**config.mk**
```make
export PLATFORM = sky130hd
export DESIGN_NAME = wb_arbiter
export DESIGN_NICKNAME = d
export VERILOG_FILES = /design/src/rtl/wb_arbiter.sv
export SDC_FILE = /design/constraint.sdc
export NUM_CORES = 1
export LEC_CHECK = 0
export BUFFER_PORTS_ARGS = -buffer_cell sky130_fd_sc_hd__buf_2
export CAP_MARGIN = 5
export CORE_UTILIZATION = 50
export DETAILED_ROUTE_END_ITERATION = 10
export GPL_ROUTABILITY_DRIVEN = 1
export PLACE_DENSITY = 0.94
export SLEW_MARGIN = 30
export SYNTH_ARGS = -nofsm -noshare
export SYNTH_HDL_FRONTEND = slang
export SYNTH_SLANG_ARGS = --single-unit
```
**constraint.sdc**
```tcl
create_clock -name clk -period 4 [get_ports clk]
set_clock_uncertainty 0.15 [all_clocks]
set_input_delay 0.2 -clock clk [delete_from_list [all_inputs] [get_ports clk]]
set_output_delay 0.2 -clock clk [all_outputs]
set_load 0.05 [all_outputs]
```
**src/rtl/wb_arbiter.sv**
```systemverilog
// Writeback-port arbiter: shares the register-file write port between the ALU and load paths.
// Loads win by default; a starvation counter forces one ALU grant after STARVE_LIMIT consecutive losses.
module wb_arbiter #(
  parameter int unsigned DATA_WIDTH   = 32,
  parameter int unsigned ADDR_WIDTH   = 5,
  parameter int unsigned STARVE_LIMIT = 4
) (
  input  logic                  clk,
  input  logic                  rst_n,
  input  logic                  wb_stall,
  input  logic                  alu_valid,
  input  logic [ADDR_WIDTH-1:0] alu_rd,
  input  logic [DATA_WIDTH-1:0] alu_value,
  output logic                  alu_ready,
  input  logic                  mem_valid,
  input  logic [ADDR_WIDTH-1:0] mem_rd,
  input  logic [DATA_WIDTH-1:0] mem_value,
  output logic                  mem_ready,
  output logic                  wr_en,
  output logic [ADDR_WIDTH-1:0] rd,
  output logic [DATA_WIDTH-1:0] rd_value,
  output logic                  starved
);

  localparam int unsigned CNT_W = $clog2(STARVE_LIMIT + 1);

  typedef enum logic {
    NORMAL    = 1'b0,
    FORCE_ALU = 1'b1
  } state_e;

  state_e                  state_q, state_d;
  logic [CNT_W-1:0]        starve_cnt_q, starve_cnt_d;
  logic                    wr_en_q, wr_en_d;
  logic [ADDR_WIDTH-1:0]   rd_q, rd_d;
  logic [DATA_WIDTH-1:0]   rd_value_q, rd_value_d;

  always_ff @(posedge clk or negedge rst_n) begin
    if (!rst_n) begin
      state_q      <= NORMAL;
      starve_cnt_q <= '0;
      wr_en_q      <= 1'b0;
      rd_q         <= '0;
      rd_value_q   <= '0;
    end else begin
      state_q      <= state_d;
      starve_cnt_q <= starve_cnt_d;
      wr_en_q      <= wr_en_d;
      rd_q         <= rd_d;
      rd_value_q   <= rd_value_d;
    end
  end

  always_comb begin
    state_d      = state_q;
    starve_cnt_d = starve_cnt_q;
    if (!wb_stall) begin
      unique case (state_q)
        NORMAL: begin
          if (alu_valid && mem_valid) begin
            starve_cnt_d = starve_cnt_q + CNT_W'(1);
            if (starve_cnt_d == CNT_W'(STARVE_LIMIT)) state_d = FORCE_ALU;
          end else begin
            starve_cnt_d = '0;
          end
        end
        // Unstalled FORCE_ALU either grants the ALU or sees it idle; both exit.
        FORCE_ALU: begin
          state_d      = NORMAL;
          starve_cnt_d = '0;
        end
        default: begin
          state_d      = NORMAL;
          starve_cnt_d = '0;
        end
      endcase
    end
  end

  always_comb begin
    alu_ready = 1'b0;
    mem_ready = 1'b0;
    if (rst_n && !wb_stall) begin
      unique case (state_q)
        NORMAL: begin
          mem_ready = mem_valid;
          alu_ready = alu_valid && !mem_valid;
        end
        FORCE_ALU: begin
          alu_ready = alu_valid;
          mem_ready = mem_valid && !alu_valid;
        end
        default: begin
          alu_ready = 1'b0;
          mem_ready = 1'b0;
        end
      endcase
    end
  end

  always_comb begin
    wr_en_d    = 1'b0;
    rd_d       = rd_q;
    rd_value_d = rd_value_q;
    if (alu_ready) begin
      wr_en_d    = (alu_rd != '0);
      rd_d       = alu_rd;
      rd_value_d = alu_value;
    end else if (mem_ready) begin
      wr_en_d    = (mem_rd != '0);
      rd_d       = mem_rd;
      rd_value_d = mem_value;
    end
  end

  assign wr_en    = wr_en_q;
  assign rd       = rd_q;
  assign rd_value = rd_value_q;
  assign starved  = (state_q == FORCE_ALU);

endmodule

```
# Word level (Yosys, flattened, before mapping)
# Index checks and enable logic that the tools add are counted.
# totals
regBits	42
latch_bits	0
ramBits	0
romBits	0
input_bits	79
out_inout_bits	41
wordCells	33
mem_count	0
# classes
add_sub_neg	1
n_mul	0
div	0
order_cmp	0
eq_ne	1
n_shift	0
n_mux	15
n_bitwise	1
n_reduce_logical	10
# ops
operator	count
32-bit 2-to-1 mux	2
5-bit 2-to-1 mux	2
5-bit nonzero test	2
1-bit 2-to-1 mux	6
1-bit case mux with 2 select lines	3
3-bit case mux with 2 select lines	1
1-bit logical AND	4
3-bit by 1-bit adder with 3-bit output (second input constant)	1
3-bit equality test (second input constant)	1
1-bit zero test	3
3-bit 2-to-1 mux	1
2-bit nonzero test	1
1-bit inverter	1

# Logic depth before layout (Yosys ltp)
# depth
ltp_word	6
ltp_mapped	6
depth_no_buf	4

# Worst setup path after synthesis
# No wires, ideal clock.
# synth_path
kind	register to output
start	register state_q (netlist: starved)
end	output alu_ready
arrival_time_ps	1570
required_time_ps	3650
path_slack_ps	2080
stages_incl_launch_ff	6
n_path_buf	2
path_cell_list	dfrtp_1 nand2b_2 nand3_1 buf_4 buf_6 inv_1
# synth_via
elab_chain_len	3
# synth_lines
element	line	source
start: declaration	32	state_e state_q, state_d;
start signal: assignment	46	state_q <= state_d;
1-bit inverter	-	
1-bit case mux with 2 select lines *	84	unique case (state_q)
1-bit 2-to-1 mux *	83	if (rst_n && !wb_stall) begin
end: declaration	14	output logic alu_ready,
# Mark *: on every way between the ends. The rest lies on a longest branch, timed or not.

# Worst setup path in the final report
# layout_path
start	input rst_n
end	output alu_ready
# layout_via
elab_chain_len	2
# layout_lines
element	line	source
start: declaration	9	input logic rst_n,
1-bit logical AND	83	
1-bit 2-to-1 mux	83	
# No other way between the ends.

==> summary.txt <==
Detailed routing
  • DR WL/cell: 17.0 µm
  • Routed Antenna Nets: 0
  • Routed vias: 2198
  • Drt first pass iters: 4
  • Routed WL: 6190 µm
  • Vias per inst: 6.02
  • # DRC: 0
  • Iteration-0 DRC count of the detailed router: 156

Synth
  • Syn_area_per_cell: 11.6 µm²
  • Register bit total from synthesis: 42
  • Dominant synthesized flop cell: dfrtp_1
  • EDFF count, synth: 0
  • YS warnings: 0
  • Seq/Total Area, Yosys: 43.5%
  • Mapped cell area: 2410 µm²
  • Synth async-reset ratio: 100%
  • Post-synthesis net count: 290
  • Mapped Cells: 209
  • Synth unique cells: 26

CTS
  • Clk sinks: 42
  • Clk Latency, worst-skew pair: 0.29 ns
  • CTS Root Cell: clkbuf_8
  • Clock transition at path regs: 0.08 ns
  • Setup bufs post-CTS: 0
  • CTS H-tree lvls: 2
  • CTS Buffer Depth: 2
  • CTS Buf Count: 5
  • CTS tree: yes

Critical path
  • Worst setup EP type: output pin
  • Reg2Reg Setup Slack: 1.35 ns
  • Path type of the worst setup path: in -> out
  • Setup crit start kind: input pin
  • Critical Path Fanout Max: 40
  • Critical Path RT: 3.65 ns
  • Worst EP arrival: 2.66 ns

Flow run
  • Max Cap Viol: 0

Timing
  • Final worst slack: 0.992 ns
  • Fin. Hold Viols: 0
  • Final-report setup violation count: 0
  • Relative slew slack: 35.8%
  • Actual slew at the worst max-slew pin: 0.960 ns
  • Fin crit share: 75.2%
  • Fmax: 0.332 GHz
  • Minimum clock period: 3.01 ns
  • Setup_tns: 0 ns
  • Slew Limit Fails: 0
  • RSZ-0062 raised after global routing: no

Placed design
  • I/O Buffers: 119
  • Estimated wirelength of the detail-placed design: 4210 µm
  • GP Congestion: 0.826
  • DP Worst Slack: 1.27 ns

Global route
  • Largest net degree at the start of global routing: 44
  • GRT Overall Usage: 24.9%
  • First-pass GRT wire length: 10000 µm
  • Initial antenna violation count: 0
  • Number of global-route vias before repair: 2076
  • Grt ovf: 0

Min path
  • HP Class: in -> reg

Die
  • Initial core utilization: 53.6%
  • Die Span Y: 71.5 µm
  • I/O pin total: 120
  • # rows: 24
  • Die area: 5110 µm²
  • CORE AREA: 4500 µm²
  • Die W: 71.5 µm

Pwr
  • Leak: 0.00145 µW
  • PwrDens: 434 nW/µm²
  • Maximum VDD drop: 0.000233 V

Finish
  • Synth-to-Final Area Change: 24.8%
  • # diodes: 0
  • Filler cell count: 362
  • Share of cells above drive strength 1: 43.1%
  • Layout net count: 393
  • Multi-input logic area: 1160 µm²
  • Register area: 1050 µm²

Status
  • Run status: completed
[cells in the final DEF (no fill, tap or decap), types with 2 or more instances in the layout]
cell      instances
nand2b_1          2
and4_1           37
o21ai_0           2
clkbuf_8          6
a221o_1          37
ha_1              2
o211ai_1          2
inv_1             2
buf_4             4
or4_1             2
dfrtp_1          42
nand2b_2          2
nor3b_1          37
buf_2           119
nand2_1           4
[registers in the layout, summed over array words and instances (netlist names)]
name          count
wr_en             1
starve_cnt_q      3
rd                5
starved           1
rd_value         32
[routing by layer]
| layer | vias to the layer above | wire length [µm] | GRT usage [%] |
|---|---|---|---|
| met1 | 1044 | 2800 | 35.5 |
| met3 | 9 | 341 | 3.66 |
| met4 | 0 | 74 | 7.19 |
| met2 | 94 | 2980 | 40.0 |
| met5 | - | 0 | 0 |
| li1 | 1051 | - | - |
[cells in the mapped netlist, drive strengths merged (2+ instances only)]
cell | count | area, µm²
a221o | 37 | 370
and4 | 37 | 324
buf | 18 | 159
clkbuf | 10 | 37.5
dfrtp | 42 | 1050
ha | 2 | 25.0
inv | 2 | 7.51
nand2 | 4 | 15.0
nand2b | 4 | 27.5
nor3b | 37 | 278
o211ai | 2 | 15.0
o21ai | 3 | 26.3
or4 | 2 | 15.0
[per-stage QoR]
stage / instance area, µm² / hold WS [ns] / total power (µW) / cells / utilization, %
2_1_floorplan: 2410 / -0.246 / 899 / 209 / -
3_3_place_gp: 2910 / 0.189 / 1020 / 356 / 64.6
3_5_place_dp: 2910 / 0.206 / 1030 / 356 / 64.6
4_1_cts: 3010 / 0.0879 / 1310 / 365 / 66.8
5_1_grt: 3010 / 0.117 / 1360 / 365 / 66.9
6_report: 3010 / 0.0919 / 1310 / 365 / 66.9
[cells by family after synthesis]
kind of cell               Yosys count  synth area share, %
buffers and inverters               30                 8.45
and+or+nand+nor                     90                 29.1
AOI/OAI and AO/OA                   45                 17.9
DFF                                 42                 43.5
adders and majority gates            2                 1.04
[worst max-delay path, cell delays in order]
cell and delay (ns):
dlygate4sd3_1 0.53, buf_2 0.13, nor2b_4 0.60, nand3_1 0.71, inv_1 0.19, buf_2 0.29
[cell type report]
cell class	count	share of cell area (%)
multi-input cells	137	38.6
flip-flops and latches	42	34.9
repair buffers	124	21.1
clock buffers	7	2.87
well taps	52	2.16
inverters	2	0.249
clock inverters	1	0.166
[power breakdown]
part           internal [µW]  switching (µW)  total (µW)
combinational            146             348         494
clock                    139             142         281
sequential               492            40.1         532
total                    777             530        1310
[repair_timing]
item                                    CTS  global route
hold buffers                              1             0
endpoints found under the setup margin    0             0
gates resized for setup                   0             0
hold endpoints to repair                 42             0
[path summary, 6_finish.rpt]
check                                             from                           to  depth (start not counted)
min in group asynchronous                        rst_n     rd_value[20]$_DFFE_PN0P_                          3
min                                           wb_stall  starve_cnt_q[2]$_DFFE_PN0N_                          2
max in group asynchronous                        rst_n     rd_value[16]$_DFFE_PN0P_                          3
max reg2reg                        starved$_DFFE_PN0N_     rd_value[23]$_DFFE_PN0P_                          4
min reg2reg                starve_cnt_q[2]$_DFFE_PN0N_  starve_cnt_q[2]$_DFFE_PN0N_                          2
max                                              rst_n                    alu_ready                          6
Note: power is estimated with default switching activity, not from simulation.
